==> config.mk <==
export PLATFORM = sky130hd
export DESIGN_NAME = bcd_disp_loader
export DESIGN_NICKNAME = d
export VERILOG_FILES = /design/src/rtl/bcd_disp_loader_pkg.sv /design/src/rtl/bcd_disp_loader_adj.sv /design/src/rtl/bcd_disp_loader.sv
export SDC_FILE = /design/constraint.sdc
export NUM_CORES = 1
export LEC_CHECK = 0
export CAP_MARGIN = 20
export CORE_MARGIN = 2
export CORE_UTILIZATION = 44
export CTS_BUF_LIST = sky130_fd_sc_hd__clkbuf_16
export DETAILED_ROUTE_END_ITERATION = 16
export GPL_TIMING_DRIVEN = 0
export HOLD_SLACK_MARGIN = 0.05
export PLACE_DENSITY_LB_ADDON = 0.15
export SLEW_MARGIN = 40
export SYNTH_ARGS = -nofsm -noshare
export SYNTH_HDL_FRONTEND = slang
export SYNTH_HIERARCHICAL = 1
export SYNTH_SLANG_ARGS = --single-unit
==> constraint.sdc <==
create_clock -name clk_i -period 2.5 [get_ports clk_i]
set_clock_uncertainty 0.2 [all_clocks]
set_input_delay 0.375 -clock clk_i [delete_from_list [all_inputs] [get_ports clk_i]]
set_output_delay 0.375 -clock clk_i [all_outputs]
set_load 0.1 [all_outputs]
==> src/rtl/bcd_disp_loader_pkg.sv <==
// bcd_disp_loader_pkg
// Shared definitions for the binary-to-BCD display loader:
//   - FSM state encoding (IDLE, SHIFT, LOAD)
//   - clogb2() : bit width needed for the conversion bit counter
//   - max_disp(): largest value representable on n decimal digits (10^n-1)
`timescale 1ns/1ps
package bcd_disp_loader_pkg;

    localparam logic [1:0] ST_IDLE_ENC  = 2'd0;
    localparam logic [1:0] ST_SHIFT_ENC = 2'd1;
    localparam logic [1:0] ST_LOAD_ENC  = 2'd2;

    typedef enum logic [1:0] {
        ST_IDLE  = ST_IDLE_ENC,
        ST_SHIFT = ST_SHIFT_ENC,
        ST_LOAD  = ST_LOAD_ENC
    } state_t;

    // ceil(log2(n)), never less than 1 so a counter always has a bit
    function automatic int clogb2(input int n);
        int r;
        r = 0;
        while ((1 << r) < n) r++;
        return (r < 1) ? 1 : r;
    endfunction

    // 10^n - 1
    function automatic int max_disp(input int n);
        int r;
        r = 1;
        for (int i = 0; i < n; i++) r = r * 10;
        return r - 1;
    endfunction

endpackage

==> src/rtl/bcd_disp_loader_adj.sv <==
// bcd_digit_adj
// Double-dabble digit correction: adds 3 to a BCD nibble that is >= 5 so
// the following left shift carries correctly into the next decimal digit.
// Ports:
//   i_nib : input  [3:0] scratch nibble
//   o_nib : output [3:0] corrected nibble
`timescale 1ns/1ps
module bcd_digit_adj (
    input  logic [3:0] i_nib,
    output logic [3:0] o_nib
);

    assign o_nib = (i_nib >= 4'd5) ? (i_nib + 4'd3) : i_nib;

endmodule

==> src/rtl/bcd_disp_loader.sv <==
// bcd_disp_loader
// Serial binary-to-BCD loader for the multiplexed 7-segment display path.
// Accepts a binary value over valid/ready, runs one double-dabble iteration
// per clock, then atomically updates the held BCD / blank / overflow outputs.
// Ports:
//   clk_i       : clock
//   i_rst       : asynchronous reset, active low
//   i_bin_data  : binary value to display (BIN_W bits)
//   i_bin_valid : source has a value
//   i_lz_en     : leading-zero blanking enable, sampled with the handshake
//   o_bin_ready : loader idle and able to accept
//   o_bcd_data  : packed BCD, nibble DIS_NUM-1 is the most significant digit
//   o_blank     : per-digit blank mask
//   o_ovf       : last loaded value exceeded 10^DIS_NUM-1
//   o_busy      : conversion in progress
//   o_update    : one-cycle pulse after the outputs change
`timescale 1ns/1ps
module bcd_disp_loader
    import bcd_disp_loader_pkg::*;
#(
    parameter int DIS_NUM = 4,
    parameter int BIN_W   = 14
) (
    input  logic                   clk_i,
    input  logic                   i_rst,
    input  logic [BIN_W-1:0]       i_bin_data,
    input  logic                   i_bin_valid,
    input  logic                   i_lz_en,
    output logic                   o_bin_ready,
    output logic [4*DIS_NUM-1:0]   o_bcd_data,
    output logic [DIS_NUM-1:0]     o_blank,
    output logic                   o_ovf,
    output logic                   o_busy,
    output logic                   o_update
);

    localparam int          CNT_W   = clogb2(BIN_W);
    localparam int          SCR_W   = 4 * DIS_NUM;
    localparam int unsigned MAX_VAL = max_disp(DIS_NUM);

    state_t              r_state, w_next;
    logic [SCR_W-1:0]    r_scr, w_adj, r_bcd;
    logic [BIN_W-1:0]    r_bin;
    logic [CNT_W-1:0]    r_cnt;
    logic                r_lz, r_ovf_pend, r_ovf, r_update;
    logic [DIS_NUM-1:0]  r_blank, w_blank;
    logic                w_hs, w_ovf_in, w_run;

    assign w_hs     = i_bin_valid && (r_state == ST_IDLE);
    assign w_ovf_in = 32'(i_bin_data) > MAX_VAL;

    // one correction unit per scratch digit
    for (genvar g = 0; g < DIS_NUM; g++) begin : g_adj
        bcd_digit_adj u_adj (
            .i_nib (r_scr[4*g +: 4]),
            .o_nib (w_adj[4*g +: 4])
        );
    end

    // FSM state register
    always_ff @(posedge clk_i or negedge i_rst) begin
        if (!i_rst) r_state <= ST_IDLE;
        else        r_state <= w_next;
    end

    // FSM next state
    always_comb begin
        w_next = r_state;
        case (r_state)
            ST_IDLE:  if (i_bin_valid)       w_next = ST_SHIFT;
            ST_SHIFT: if (r_cnt == '0)       w_next = ST_LOAD;
            ST_LOAD:                         w_next = ST_IDLE;
            default:                         w_next = ST_IDLE;
        endcase
    end

    // Blank mask: walk down from the MSD while digits stay zero. Digit 0 is
    // excluded so a zero value still shows one '0'.
    always_comb begin
        w_blank = '0;
        w_run   = r_lz;
        for (int k = DIS_NUM - 1; k >= 1; k--) begin
            w_run      = w_run && (r_scr[4*k +: 4] == 4'd0);
            w_blank[k] = w_run;
        end
    end

    // Conversion datapath and held outputs
    always_ff @(posedge clk_i or negedge i_rst) begin
        if (!i_rst) begin
            r_bin      <= '0;
            r_scr      <= '0;
            r_cnt      <= '0;
            r_lz       <= 1'b0;
            r_ovf_pend <= 1'b0;
            r_bcd      <= '0;
            r_blank    <= '0;
            r_ovf      <= 1'b0;
            r_update   <= 1'b0;
        end else begin
            r_update <= (r_state == ST_LOAD);
            if (w_hs) begin
                r_bin      <= i_bin_data;
                r_lz       <= i_lz_en;
                r_ovf_pend <= w_ovf_in;
                r_scr      <= '0;
                r_cnt      <= CNT_W'(BIN_W - 1);
            end else if (r_state == ST_SHIFT) begin
                // adjust then shift {scratch, bin} left; scratch MSB drops
                r_scr <= {w_adj[SCR_W-2:0], r_bin[BIN_W-1]};
                r_bin <= {r_bin[BIN_W-2:0], 1'b0};
                r_cnt <= r_cnt - 1'b1;
            end else if (r_state == ST_LOAD) begin
                if (r_ovf_pend) begin
                    // scratch may be corrupted on overflow; show all nines
                    r_bcd   <= {DIS_NUM{4'h9}};
                    r_ovf   <= 1'b1;
                    r_blank <= '0;
                end else begin
                    r_bcd   <= r_scr;
                    r_ovf   <= 1'b0;
                    r_blank <= w_blank;
                end
            end
        end
    end

    assign o_bin_ready = (r_state == ST_IDLE);
    assign o_busy      = !o_bin_ready;
    assign o_bcd_data  = r_bcd;
    assign o_blank     = r_blank;
    assign o_ovf       = r_ovf;
    assign o_update    = r_update;

endmodule

# ---- After elaboration in Yosys (flattened, before gate mapping)
# Cells that the tools add are included.
dict set report op_classes {
  n_lt_le_gt_ge 5
  n_eq_ne 4
  bitwise_logic 2
  n_addsub 5
  muxes 16
  n_reduce_logical 13
}
# cell n
set ops {}
lappend ops {{2-to-1 mux 16 bit} 3}
lappend ops {{2-to-1 mux 14 bit} 2}
lappend ops {{2-to-1 mux 4 bit} 6}
lappend ops {{greater-or-equal comparator 4 x 3 -> 1 bit, second input constant} 4}
lappend ops {{logical NOT 4 bit} 4}
lappend ops {{greater-than comparator 14 bit, second input constant} 1}
lappend ops {{adder 4 x 2 -> 4 bit, second input constant} 3}
lappend ops {{logical AND 1 bit} 4}
lappend ops {{2-to-1 mux 2 bit} 2}
lappend ops {{!= test 2 bit, second input constant} 2}
lappend ops {{one-hot mux 2 bit (2 select lines)} 1}
lappend ops {{subtractor 4 x 1 -> 4 bit, second input constant} 1}
lappend ops {{adder 3 x 2 -> 3 bit, second input constant} 1}
lappend ops {{2-to-1 mux 3 bit} 1}
lappend ops {{AND reduction 3 bit} 1}
lappend ops {{== test 2 x 1 -> 1 bit, second input constant} 1}
lappend ops {{== test 2 bit, second input constant} 1}
lappend ops {{logical NOT 2 bit} 1}
lappend ops {{inverter 1 bit} 2}
lappend ops {{AND reduction 2 bit} 1}
lappend ops {{nonzero test 2 bit} 1}
lappend ops {{logical NOT 1 bit} 1}
lappend ops {{2-to-1 mux 1 bit} 1}
dict set report word_totals {
  output_inout_bits 24
  word_cells 55
  reg_bits 60
  inputBits 18
}

# ---- Longest topological paths before layout
dict set report logic_depth {
  depth_word 5
  mapped_depth 7
  depth_no_buf 7
}

# ---- By module
# Netlist, hierarchy kept.
# mod area_per_inst_um2 cells_per_inst instances seq_area_each_um2
set modules_own_cells {}
lappend modules_own_cells {bcd_disp_loader 2479.9 265 1 1476.4}
lappend modules_own_cells {bcd_digit_adj 101.3 16 4 0.0}

# ---- Least setup slack after synthesis
# Ideal clock, no wire load.
dict set report synth_timing {
  path_type {register to output}
  from {reg r_state[0]}
  to {out o_busy}
  setup_slack_ps -699
  arrival_ps 2624
  path_stages_with_launch 3
  path_buffers 0
  required_time_ps 1925
  path_cell_list {dfrtp_1 -> nor2_1 -> inv_1}
}
dict set report synth_between {
  elab_chain_len 2
}
# element line
set synth_lines {}
lappend synth_lines {{start: declaration} bcd_disp_loader.sv:41} ;# state_t r_state, w_next;
lappend synth_lines {{start signal: assignment} bcd_disp_loader.sv:63} ;# else r_state <= w_next;
lappend synth_lines {{logical NOT 2 bit} bcd_disp_loader.sv:128} ;# assign o_bin_ready = (r_state == ST_IDLE);
lappend synth_lines {{net o_bin_ready} bcd_disp_loader.sv:29} ;# output logic o_bin_ready,
lappend synth_lines {{logical NOT 1 bit} bcd_disp_loader.sv:129} ;# assign o_busy = !o_bin_ready;
lappend synth_lines {{end: declaration} bcd_disp_loader.sv:33} ;# output logic o_busy,
# The timed path passes the listed nets, and every way through them passes these cells.

# ---- Worst setup path after layout
dict set report layout_timing {
  from {reg r_scr[12]}
  to {reg r_blank[1], in the netlist o_blank[1]}
}
dict set report layout_between {
  elab_chain_len 5
}
# element line
set layout_lines {}
lappend layout_lines {{start: declaration} bcd_disp_loader.sv:42} ;# logic [SCR_W-1:0] r_scr, w_adj, r_bcd;
lappend layout_lines {{start signal: assignment} bcd_disp_loader.sv:110} ;# r_scr <= {w_adj[SCR_W-2:0], r_bin[BIN_W-1]};
lappend layout_lines {{logical NOT 4 bit} bcd_disp_loader.sv:83} ;# w_run = w_run && (r_scr[4*k +: 4] == 4'd0);
lappend layout_lines {{logical AND 1 bit (3 in a row)} bcd_disp_loader.sv:83}
lappend layout_lines {{2-to-1 mux 4 bit} bcd_disp_loader.sv:114} ;# if (r_ovf_pend) begin
lappend layout_lines {{end signal: assignment} bcd_disp_loader.sv:122} ;# r_blank <= w_blank;
lappend layout_lines {{end: declaration} bcd_disp_loader.sv:46} ;# logic [DIS_NUM-1:0] r_blank, w_blank;
# Every way passes these cells.
# A chain may end at the register's enable or synchronous reset.

==> flow_metrics.tcl <==
set metrics [dict create \
    grt_start_max_net_pins 44 \
    drc 0 \
    endpoint_kind "flop" \
    pwr_density_cell_mw_per_mm2 1500 \
    port-buffer-count 40 \
    critical_path.startpoint_type "flop" \
    cts.sink_count 59 \
    post_cts_clock_slew_at_the_launch_and_capture_registers_of_the_worst_setup_and_hold_paths_ps 50 \
    timing_hold_violations_final 0 \
    final_nets 405 \
    drv.max_cap_violation_count 0 \
    timing.hold.worst.class "primary input to async pin" \
    drtPass1Iterations 5 \
    core-area_mm2 0.00631 \
    rows 29 \
    critical_path_peak_fanout 6 \
    groute.usage.overall_pct 18.2 \
    die_width_um 84.7 \
    synth-warning-count 6 \
    insertedDiodeCount 0 \
    clock_insertion_delay_worst_skew_ps 320 \
    cts_max_level 3 \
    vdd.ir_drop.worst_mv 0.810 \
    synthCells 325 \
    finalSetupViolations 0 \
    worstReg2RegEnd "o_blank[1]" \
    gp_congestion 0.763 \
    postCtsResizedCells 0 \
    drive_above_1_share_pct 11.7 \
    die_footprint_mm2 0.00717 \
    routed-via-count 2357 \
    worst_ep_arrival_time_ps 2070 \
    max-slew-margin-rel_pct 61.3 \
    slew_violations 0 \
    post_layout_total_power_w 0.00531 \
    tightest_slew_ps 580 \
    cp_data_required_time_ps 2520 \
    first_iteration_detailed_routing_drc_count 139 \
    stdcell_area_mm2 0.00353 \
    detail-route-antenna-nets 0 \
    syn_area_mm2 0.00287 \
    cts_made_buffers 9 \
    io_pins 42 \
    worst_reg2reg_path_startpoint "r_scr[12]" \
    fin_worst_hold_slack_ps 271 \
    ctsLongestPathBuffers 2 \
    grt_first_pass_wirelength_mm 10.4 \
    rsz0062_at_grt "no" \
    totalWireLength_mm 5.98 \
    worst_slack_ps 451 \
    fin_tns_setup_ps 0 \
    tritoncts_clock_tree "done" \
    detailedPlace.worstSlack_ps 79.7 \
    via_per_inst 5.12 \
    timing_worst_setup_path_type "flop to flop" \
    syn_nets 352 \
    placed_area_mm2 0.00327 \
    syn2layout_area_growth_pct 23.4 \
    die_height_um 84.7 \
    clock_tree.root_cell "sky130_fd_sc_hd__clkbuf_16" \
    grt-ovfl-total 0 \
    grt_pass1_vias 2324 \
    r2r_setup_slack_ps 450 \
    grt_antenna_before_repair 0 \
    avgRoutedWirePerCell_um 13.0 \
    run_status "finished, final reports clean" \
    post_synth.cell_area_avg_um2 8.82 \
    layout_worst_path_cycle_share_pct 82.0 \
    reg2reg_depth 3 \
    initial_core_util_pct 45.4 \
    detailed_place_hpwl_mm 4.24 \
    fmax_mhz 488 \
    period_needed_ps 2050 \
    pleak_nw 1.76 \
]
-- flip-flops by register name, summed over array words and instances (netlist names) --
signal	flops
o_update	1
r_scr	16
r_ovf_pend	1
r_state	2
o_ovf	1
r_bin	14
r_cnt	4
o_bcd_data	16
r_lz	1
o_blank	3
-- worst max path at each step --
| stage | from | end | slack (ps) | cells past startpoint |
|---|---|---|---|---|
| after global routing | i_bin_valid | r_scr[5] | 340 | 6 |
| after CTS | i_bin_valid | r_scr[3] | 410 | 6 |
| after floorplan | r_state[0] | o_busy | 410 | 2 |
| after detailed placement | i_bin_valid | r_scr[3] | 80 | 6 |
| final | r_scr[12] | o_blank[1] | 450 | 3 |
| after global placement | i_rst | r_bin[8] | -1050 | 1 |
-- layer usage --
metal	GRT usage [%]	wire length, µm	up-vias
met5	0	0	-
met4	8.66	116	0
met3	3.34	276	10
met2	29.2	2730	63
met1	24.0	2860	1097
li1	-	-	1187
-- area by class of cell --
class | instances | area, µm²
plain buffers | 20 | 78.8
inverters | 12 | 45.0
fillers | 602 | 2780
repair buffers | 42 | 313
clock buffers | 9 | 225
well taps | 77 | 96.3
multi-input cells | 234 | 1270
clock inverters | 7 | 27.5
flip-flops and latches | 59 | 1480
-- report_power, final --
group	leakage (nW)	switching (W)	internal (W)
sequential	0.736	0.000349	0.00135
combinational	0.893	0.00185	0.000729
clock	0.132	0.000386	0.000644
total	1.76	0.00258	0.00273
-- stage by stage --
stage | std cells | util [%]
6_report | 460 | 56.0
5_1_grt | 460 | 56.0
4_1_cts | 460 | 56.0
3_5_place_dp | 443 | 51.8
3_3_place_gp | 442 | 53.4
2_1_floorplan | 325 | -
-- layout by cell type, fill, tap and decap left out, types with 3 or more instances in the layout --
cell type and count:
sky130_fd_sc_hd__a21oi_2 4, sky130_fd_sc_hd__a22oi_1 11, sky130_fd_sc_hd__buf_2 23, sky130_fd_sc_hd__clkbuf_1 19, sky130_fd_sc_hd__clkbuf_16 9, sky130_fd_sc_hd__clkdlybuf4s50_1 16
sky130_fd_sc_hd__clkinv_1 4, sky130_fd_sc_hd__dfrtp_1 59, sky130_fd_sc_hd__ha_1 9, sky130_fd_sc_hd__inv_1 14, sky130_fd_sc_hd__mux2i_1 4, sky130_fd_sc_hd__nand2_1 89
sky130_fd_sc_hd__nand2b_1 16, sky130_fd_sc_hd__nand3_1 33, sky130_fd_sc_hd__nor2_1 13, sky130_fd_sc_hd__o21ai_0 25, sky130_fd_sc_hd__o21ai_1 3, sky130_fd_sc_hd__or4_1 3
sky130_fd_sc_hd__xnor2_1 4
-- worst max-delay path, stage by stage, from the launching register on --
cell,delay (ps)
sky130_fd_sc_hd__dfrtp_1,440
sky130_fd_sc_hd__or4b_1,550
sky130_fd_sc_hd__or4_4,520
sky130_fd_sc_hd__o31ai_2,240
-- what timing repair did --
| item | CTS | global route |
|---|---|---|
| hold buffers | 1 | 0 |
| endpoints found under the setup margin | 0 | 0 |
| hold endpoints to repair | 59 | 0 |
| setup buffers | 0 | 0 |
(Power assumes the default switching activity.)
